--- config.mk ---
export PLATFORM = sky130hd
export DESIGN_NAME = change_dispenser
export DESIGN_NICKNAME = d
export VERILOG_FILES = /design/src/rtl/change_dispenser_pkg.sv /design/src/rtl/change_dispenser_gap_timer.sv /design/src/rtl/change_dispenser.sv
export SDC_FILE = /design/constraint.sdc
export NUM_CORES = 1
export LEC_CHECK = 0
export ABC_AREA = 1
export CORE_MARGIN = 2
export CORE_UTILIZATION = 49
export DETAILED_ROUTE_END_ITERATION = 6
export PLACE_DENSITY = 0.82
export SLEW_MARGIN = 20
export SYNTH_ARGS = -nofsm -noshare
export SYNTH_HDL_FRONTEND = slang
export SYNTH_SLANG_ARGS = --single-unit
--- constraint.sdc ---
create_clock -name clk -period 2.25 [get_ports clk]
set_input_delay 0.45 -clock clk [delete_from_list [all_inputs] [get_ports clk]]
set_output_delay 0.45 -clock clk [all_outputs]
set_load 0.005 [all_outputs]
--- src/rtl/change_dispenser_pkg.sv ---
// Shared definitions for the change dispenser: credit encodings (units of 5c),
// coin type select values and FSM state encodings, plus a saturating
// credit-subtract helper used when a coin is acknowledged.
package change_dispenser_pkg;

  // Credit encodings, identical to the vending controller's credit states.
  localparam logic [1:0] C0  = 2'b00;
  localparam logic [1:0] C5  = 2'b01;
  localparam logic [1:0] C10 = 2'b10;
  localparam logic [1:0] C15 = 2'b11;

  // Coin type on coin_sel.
  localparam logic NICKEL = 1'b0;
  localparam logic DIME   = 1'b1;

  // FSM state encodings.
  localparam logic [2:0] S_IDLE  = 3'd0;
  localparam logic [2:0] S_SEL   = 3'd1;
  localparam logic [2:0] S_ISSUE = 3'd2;
  localparam logic [2:0] S_GAP   = 3'd3;
  localparam logic [2:0] S_FIN   = 3'd4;
  localparam logic [2:0] S_FAULT = 3'd5;

  // Remaining credit after paying one coin; clamps at zero.
  function automatic logic [1:0] pay_coin(input logic [1:0] credit,
                                          input logic       coin);
    logic [1:0] value;
    value = (coin == DIME) ? 2'd2 : 2'd1;
    return (credit > value) ? (credit - value) : C0;
  endfunction

endpackage

--- src/rtl/change_dispenser_gap_timer.sv ---
// gap_timer: loadable 4-bit down-counter with a zero flag. Times the hopper
// settle gap between consecutive coins.
//   clk   - clock, rising edge
//   rst   - synchronous active-high reset, clears the count
//   load  - load count with value (wins over dec)
//   value - value to load
//   dec   - decrement by one while nonzero
//   zero  - count is zero
module gap_timer
  import change_dispenser_pkg::*;
(
  input  logic       clk,
  input  logic       rst,
  input  logic       load,
  input  logic [3:0] value,
  input  logic       dec,
  output logic       zero
);

  logic [3:0] count;

  always_ff @(posedge clk) begin
    if (rst) begin
      count <= '0;
    end else if (load) begin
      count <= value;
    end else if (dec && (count != 4'd0)) begin
      count <= count - 4'd1;
    end
  end

  assign zero = (count == 4'd0);

endmodule

--- src/rtl/change_dispenser.sv ---
// change_dispenser: pays out a refund of 0..15c using nickels and dimes,
// one coin command at a time, with a settle gap between coins.
//   clk          - clock, rising edge
//   rst          - synchronous active-high reset
//   req          - refund request, accepted only while ready
//   amount       - refund credit (00=0c, 01=5c, 10=10c, 11=15c)
//   nickel_empty - nickel tube empty (level)
//   dime_empty   - dime tube empty (level)
//   coin_ack     - hopper accepted the current coin command
//   ready        - idle, new request accepted
//   coin_vld     - coin command valid to hopper
//   coin_sel     - coin type (0=nickel, 1=dime), valid with coin_vld
//   done         - one-cycle pulse when refund fully paid
//   err          - sticky until reset: refund could not be completed
module change_dispenser
  import change_dispenser_pkg::*;
#(
  parameter int unsigned GAP_CYCLES = 2
) (
  input  logic       clk,
  input  logic       rst,
  input  logic       req,
  input  logic [1:0] amount,
  input  logic       nickel_empty,
  input  logic       dime_empty,
  input  logic       coin_ack,
  output logic       ready,
  output logic       coin_vld,
  output logic       coin_sel,
  output logic       done,
  output logic       err
);

  logic [2:0] state;
  logic [1:0] remaining;
  logic       sel_q;
  logic       gap_load;
  logic       gap_dec;
  logic       gap_zero;

  // Loading GAP_CYCLES-1 and leaving GAP on the zero flag keeps the FSM
  // in GAP for exactly GAP_CYCLES cycles.
  assign gap_load = (state == S_ISSUE) && coin_ack;
  assign gap_dec  = (state == S_GAP);

  gap_timer u_gap_timer (
    .clk   (clk),
    .rst   (rst),
    .load  (gap_load),
    .value (4'(GAP_CYCLES - 1)),
    .dec   (gap_dec),
    .zero  (gap_zero)
  );

  always_ff @(posedge clk) begin
    if (rst) begin
      state     <= S_IDLE;
      remaining <= C0;
      sel_q     <= NICKEL;
    end else begin
      case (state)
        S_IDLE: begin
          if (req) begin
            remaining <= amount;
            state     <= S_SEL;
          end
        end
        S_SEL: begin
          if (remaining == C0) begin
            state <= S_FIN;
          end else if ((remaining >= C10) && !dime_empty) begin
            sel_q <= DIME;
            state <= S_ISSUE;
          end else if (!nickel_empty) begin
            sel_q <= NICKEL;
            state <= S_ISSUE;
          end else begin
            state <= S_FAULT;
          end
        end
        S_ISSUE: begin
          if (coin_ack) begin
            remaining <= pay_coin(remaining, sel_q);
            state     <= S_GAP;
          end
        end
        S_GAP: begin
          if (gap_zero) begin
            state <= S_SEL;
          end
        end
        S_FIN:   state <= S_IDLE;
        S_FAULT: state <= S_FAULT;
        default: state <= S_IDLE;
      endcase
    end
  end

  // All outputs are decodes of registered state.
  assign ready    = (state == S_IDLE);
  assign coin_vld = (state == S_ISSUE);
  assign coin_sel = sel_q;
  assign done     = (state == S_FIN);
  assign err      = (state == S_FAULT);

endmodule

==> out/results.ini <==
[run]
cap_violations = 0

[synth]
syn_inst = 108
syn_area_per_cell_um2 = 6.21
synth_top_area_share = 0.299
yosys.area.top_type = dfxtp_1
synthDistinctLibCells = 18
synth_area_leaders = dfxtp_1, nand2_1, inv_1
synth_seq_cells = 10
synth_top_flop_cell = dfxtp_1
synthTopCellsByCount = nand2_1, inv_1, nor2_1, dfxtp_1, nand3_1
synth_most_common_cell = nand2_1
ys_seq_area_frac = 0.299
async_reset_ff_frac = 0
syn_nets = 120
yosys_warnings = 0
synth-edff-count = 0
syn_area_um2 = 671

[critical_path]
ff2ff_setup_slack_ns = 0.57
crit_type = reg -> out
start_kind = flip-flop
crit_path_end = coin_vld
cp_max_fo = 6
cp.arrival_ns = 1.52
r2r_cells = 7
worstPathRequired_ns = 1.80
critPathCaptureType = primary output
crit_chain = nor2_2, nand2_2, inv_2, clkdlybuf4s50_1
crit_start = state[2]
crit_path_top_delay_cell = clkdlybuf4s50_1
r2r-end = remaining[0]
cp_slowest_stage_delay_ns = 0.49
r2r-start = coin_sel

[final_layout]
multi_input_area_um2 = 392
drive_gt1_frac = 0.122
syn2layout_area_growth_pct = 24.1
fillers = 124
antenna_cells = 0
register_area_um2 = 200
fin_nets = 137

[drt]
wl_per_cell_um = 9.81
drt_iter0_markers = 16
ant_nets = 0
dr.pass1.iters = 4
routed_wl_um = 1350
via_count = 655
vias_per_cell = 4.75
route.detailed.drc = 0

[floorplanning]
ios = 13
die-height_um = 41.0
dieArea_um2 = 1680
fp.coreArea_um2 = 1280
die_width_um = 41.0
start_util = 0.522
num_rows = 13

[clock_network]
clock_sinks = 10
clk_pin_slew_ns = 0.06
cts_inserted_buffers = 3
root_buffer = clkbuf_4
clockBufferDepth = 2
clk_latency_ns = 0.26
post_cts_buffers = 0
htreeDepth = 1
cts_tree = yes
ctsResizeCount = 0
hold_buffers = 0

[global_route]
grt_overflow_total = 0
grt_pass1_vias = 568
grt_max_degree = 8
antenna_found_initial = 0
grt_usage = 0.204
grt_pass1_wl_um = 2190

[sta]
fin_crit_ns = 1.97
post-route-period-util = 0.876
postLayoutSetupSlackWorst_ns = 0.279
setup-tns-final_ns = 0
worst_pin_slew_ns = 0.260
fmax_mhz = 507
worst_slew_margin_rel = 0.827
rsz0062_at_grt = no
slew_violations = 0
hold_viol = 0
skew_ns = 0.00199
setup_viol = 0

[placed_design]
io_buffers = 12
dp_slack_ns = 0.566
routabilityCongestion = 0.799
hpwl_um = 1130

[min_path]
min_path_type = reg -> reg

[power_and_ir_drop]
peakVddDrop_uv = 698
leakage_nw = 0.410
power_density_nw_per_um2 = 1080

[status]
outcome = finished clean

==> how the worst min path moves through the flow <==
stage	depth (start not counted)	end	from
final	2	u_gap_timer.count[3]	u_gap_timer.count[3]
after detailed placement	2	u_gap_timer.count[3]	u_gap_timer.count[3]
after floorplan	2	u_gap_timer.count[3]	u_gap_timer.count[3]
after global placement	2	u_gap_timer.count[3]	u_gap_timer.count[3]
after global routing	2	u_gap_timer.count[3]	u_gap_timer.count[3]
after CTS	2	u_gap_timer.count[3]	u_gap_timer.count[3]
==> layout make-up <==
cell class                      count  area share
Inverter                           21      0.0947
Clock buffer                        3      0.0271
Tap cell                           15      0.0226
Multi-Input combinational cell     77       0.471
Sequential cell                    10       0.241
Timing Repair Buffer               12       0.144
==> routing by layer <==
layer	up-vias	share of wire	track usage
met5	-	0	0
met4	0	0	0.0750
met3	0	0.026	0.0652
met2	8	0.51	0.371
met1	286	0.46	0.215
li1	361	-	-
==> where the power goes <==
| group | switching (mW) | internal (mW) |
|---|---|---|
| sequential | 0.0523 | 0.225 |
| clock | 0.0571 | 0.0616 |
| combinational | 0.278 | 0.223 |
| total | 0.388 | 0.510 |
==> cell families after synthesis <==
group | after synthesis | synth area share
AO/OA/AOI/OAI | 8 | 0.0653
buffers and inverters | 21 | 0.118
adder cells (fa/ha/maj) | 4 | 0.0858
flip-flops | 10 | 0.299
AND/OR/NAND/NOR | 65 | 0.433
==> stage by stage <==
stage                     power, mW   util  hold slack, ns  instances  instance area (µm²)
after global placement        0.764  0.630           0.469        135                  810
after global routing          0.996  0.648           0.516        138                  832
after detailed placement      0.785  0.630           0.474        135                  810
final                         0.898  0.648           0.479        138                  832
after CTS                     0.906  0.648           0.484        138                  832
after floorplan               0.630      -           0.455        108                  671
==> registers in the layout, indices dropped and copies added, names as in the netlist <==
register,count
remaining,2
coin_sel,1
state,3
u_gap_timer.count,4
==> cell usage in the layout (no fill, tap or decap), types with 3 or more instances in the layout <==
cell type	count
dfxtp_1	10
nor2_2	3
clkbuf_4	3
ha_1	3
nand2_1	28
o21ai_0	5
nand2_2	5
nor2_1	13
inv_1	19
clkdlybuf4s50_1	12
nand3_1	10
==> worst max-delay path: cells and delay by family (launching register included) <==
family        cells  cell delay [ns]
flops             1             0.38
simple gates      2             0.31
buf+inv           2             0.57
Power figures use the tool's default switching activity.
==> RTL change: new RTL, same flow settings <==
Reset style: asynchronous (`rst`), changed in 2 clocked blocks. Comments in the files are not updated.
--- a/src/rtl/change_dispenser_gap_timer.sv
+++ b/src/rtl/change_dispenser_gap_timer.sv
@@ -21,3 +21,3 @@
 
-  always_ff @(posedge clk) begin
+  always_ff @(posedge clk or posedge rst) begin
     if (rst) begin
--- a/src/rtl/change_dispenser.sv
+++ b/src/rtl/change_dispenser.sv
@@ -54,3 +54,3 @@
 
-  always_ff @(posedge clk) begin
+  always_ff @(posedge clk or posedge rst) begin
     if (rst) begin
Function: differs if rst is asserted again (counterexample within 4 cycles, from zero or initial values and one cycle with rst high); with rst held inactive, the same outputs for 10 cycles.
==> RTL change against the unedited design <==
  * Total power is 27% higher
  * Routed wire length down 2.1%
  * Sequential share of layout area is 4.6 points higher
  * Cell area up 4.8%
  * Critical path type unchanged
  * Utilization is 1.4 points higher
  * Area after synthesis up 3.9%
  * Setup slack got worse by 0.11 ns
  * Die area grew 3.5%
  * Count of clock-buffer cells in the layout rose by 1
  * Sequential cell count did not move
==> RTL change: results (changes against the unedited design) <==
antenna-violating nets left 0 (unchanged); WL final 1330 µm (-2.1%); layout cells sized above 1 17.8% (+5.6 points); first-pass GRT wire length 2330 µm (+6.0%); Distinct cells, synth 22 (+4); Worst Skew 0.000600 ns (-0.00139 ns); GRT Total Usage 17.7% (-2.7 points); Placed Area 836 µm² (+3.2%); first-iteration detailed-routing DRC count 12 (-4); syn nets 103 (-14%); synthesized area per cell 7.66 µm² (+23%); antenna violations before repair 0 (unchanged); Crit path arrival time 1.64 ns (+0.12 ns); GPL Wtd Cong 0.778 (-2.6%); # setup viols final 0 (unchanged); setup bufs post-CTS 0 (unchanged); worst slack, placed 0.444 ns (-0.122 ns); Synth top cells by count nand2_1 (23), inv_1 (12), dfrtp_1 (10), nor2_1 (8), nand3_1 (6); Ys Warns 0 (unchanged); status complete, no violations; clk_lat worst skew 0.26 ns (about the same); top flop regs u_gap_timer.count (4), state (3), remaining (2); vias in the first global route 571 (+0.53%); asr flop ratio synth 100% (+100 points); Max VDD drop 670 µV (-4.1%); Synth area leaders dfrtp_1 (36%), nand2_1 (12%), inv_1 (6.5%), ha_1 (5.4%), nand2_4 (4.8%); worst min path class in2async; Clk pin slew, worst setup/hold paths 0.07 ns; CTS Buf Count 3 (unchanged); Slew @ Worst Pin 0.358 ns (+0.0984 ns); CTS root buffer clkbuf_4; vias per cell 4.95 (+4.3%); Pre-Repair DR Iteration Count 4 (unchanged); CP Max Fanout 7 (+1); H-Tree Depth 1 (unchanged); number of gates resized after cts 0 (unchanged); Antenna Cells 0 (unchanged); Seq/Total Area, Yosys 35.9% (+6.1 points); detailed placement HPWL 1100 µm (-3.3%); Placed Cells 118 (-13%); CTS Buffer Depth 2 (unchanged); drt wl/cell 10.9 µm (+11%); port bufs 12 (unchanged); filler instances 118 (-4.8%); leakage 0.459 nW (+12%); largest net degree at the start of global routing 11 (+3)
[RTL change: changes by cell type in the layout (fill, tap and decap cells not counted), sizes merged, moves of 3 or more]
cell / before / now
nor2: 16 / 12
nand3: 10 / 7
inv: 21 / 15
dfrtp: 0 / 10
nand2: 33 / 27
dfxtp: 10 / 0
[RTL change: cell families (layout without fill, tap and decap cells)]
group,after synthesis,in the layout,share of synthesized area (%)
adders and majority gates,4,4,8.26
and+or+nand+nor,51,51,38.4
xor gates and xnor gates,1,1,1.26
AOI/OAI and AO/OA,10,10,7.72
DFF,10,10,35.9
buffers and inverters,15,31,8.44
[RTL change: worst paths after layout]
| check | start | to | slack, ns | depth (start not counted) |
|---|---|---|---|---|
| max in group asynchronous | rst | u_gap_timer.count[3]$_DFFE_PP0P_ | 1.54 | 2 |
| hold reg to reg | u_gap_timer.count[0]$_DFFE_PP0P_ | u_gap_timer.count[0]$_DFFE_PP0P_ | 0.54 | 2 |
| setup / recovery | state[2]$_DFFE_PP0P_ | coin_vld | 0.16 | 4 |
| setup reg to reg | coin_sel$_DFFE_PP0P_ | remaining[0]$_DFFE_PP0P_ | 0.56 | 7 |
| hold / removal | rst | u_gap_timer.count[0]$_DFFE_PP0P_ | 0.45 | 2 |
| min in group clk | u_gap_timer.count[0]$_DFFE_PP0P_ | u_gap_timer.count[0]$_DFFE_PP0P_ | 0.54 | 2 |
[RTL change: area by class of cell]
class / count / area [µm²] / area share [%]
flip-flops and latches: 10 / 250 / 28.7
multi-input cells: 66 / 388 / 44.5
clock buffers: 4 / 36.3 / 4.16
inverters: 15 / 58.8 / 6.74
well taps: 15 / 18.8 / 2.15
repair buffers: 12 / 120 / 13.8
[RTL change: critical path, cell delays in order, from the launching register on]
cell and delay (ns):
dfrtp_1 0.46, nor2_2 0.19, nand2_2 0.12, inv_2 0.10
clkdlybuf4s50_1 0.50
[RTL change: layer usage]
metal | GRT usage, % | vias to the layer above | wire, µm
met5 | 0 | - | 0
met1 | 19.9 | 269 | 562
met2 | 32.2 | 15 | 689
met3 | 1.74 | 4 | 48
li1 | - | 316 | -
met4 | 9.68 | 0 | 25
[RTL change: where the power goes]
| group | internal, mW | switching [mW] |
|---|---|---|
| logic | 0.275 | 0.341 |
| clock network | 0.0982 | 0.0663 |
| registers | 0.263 | 0.0954 |
| total | 0.636 | 0.503 |
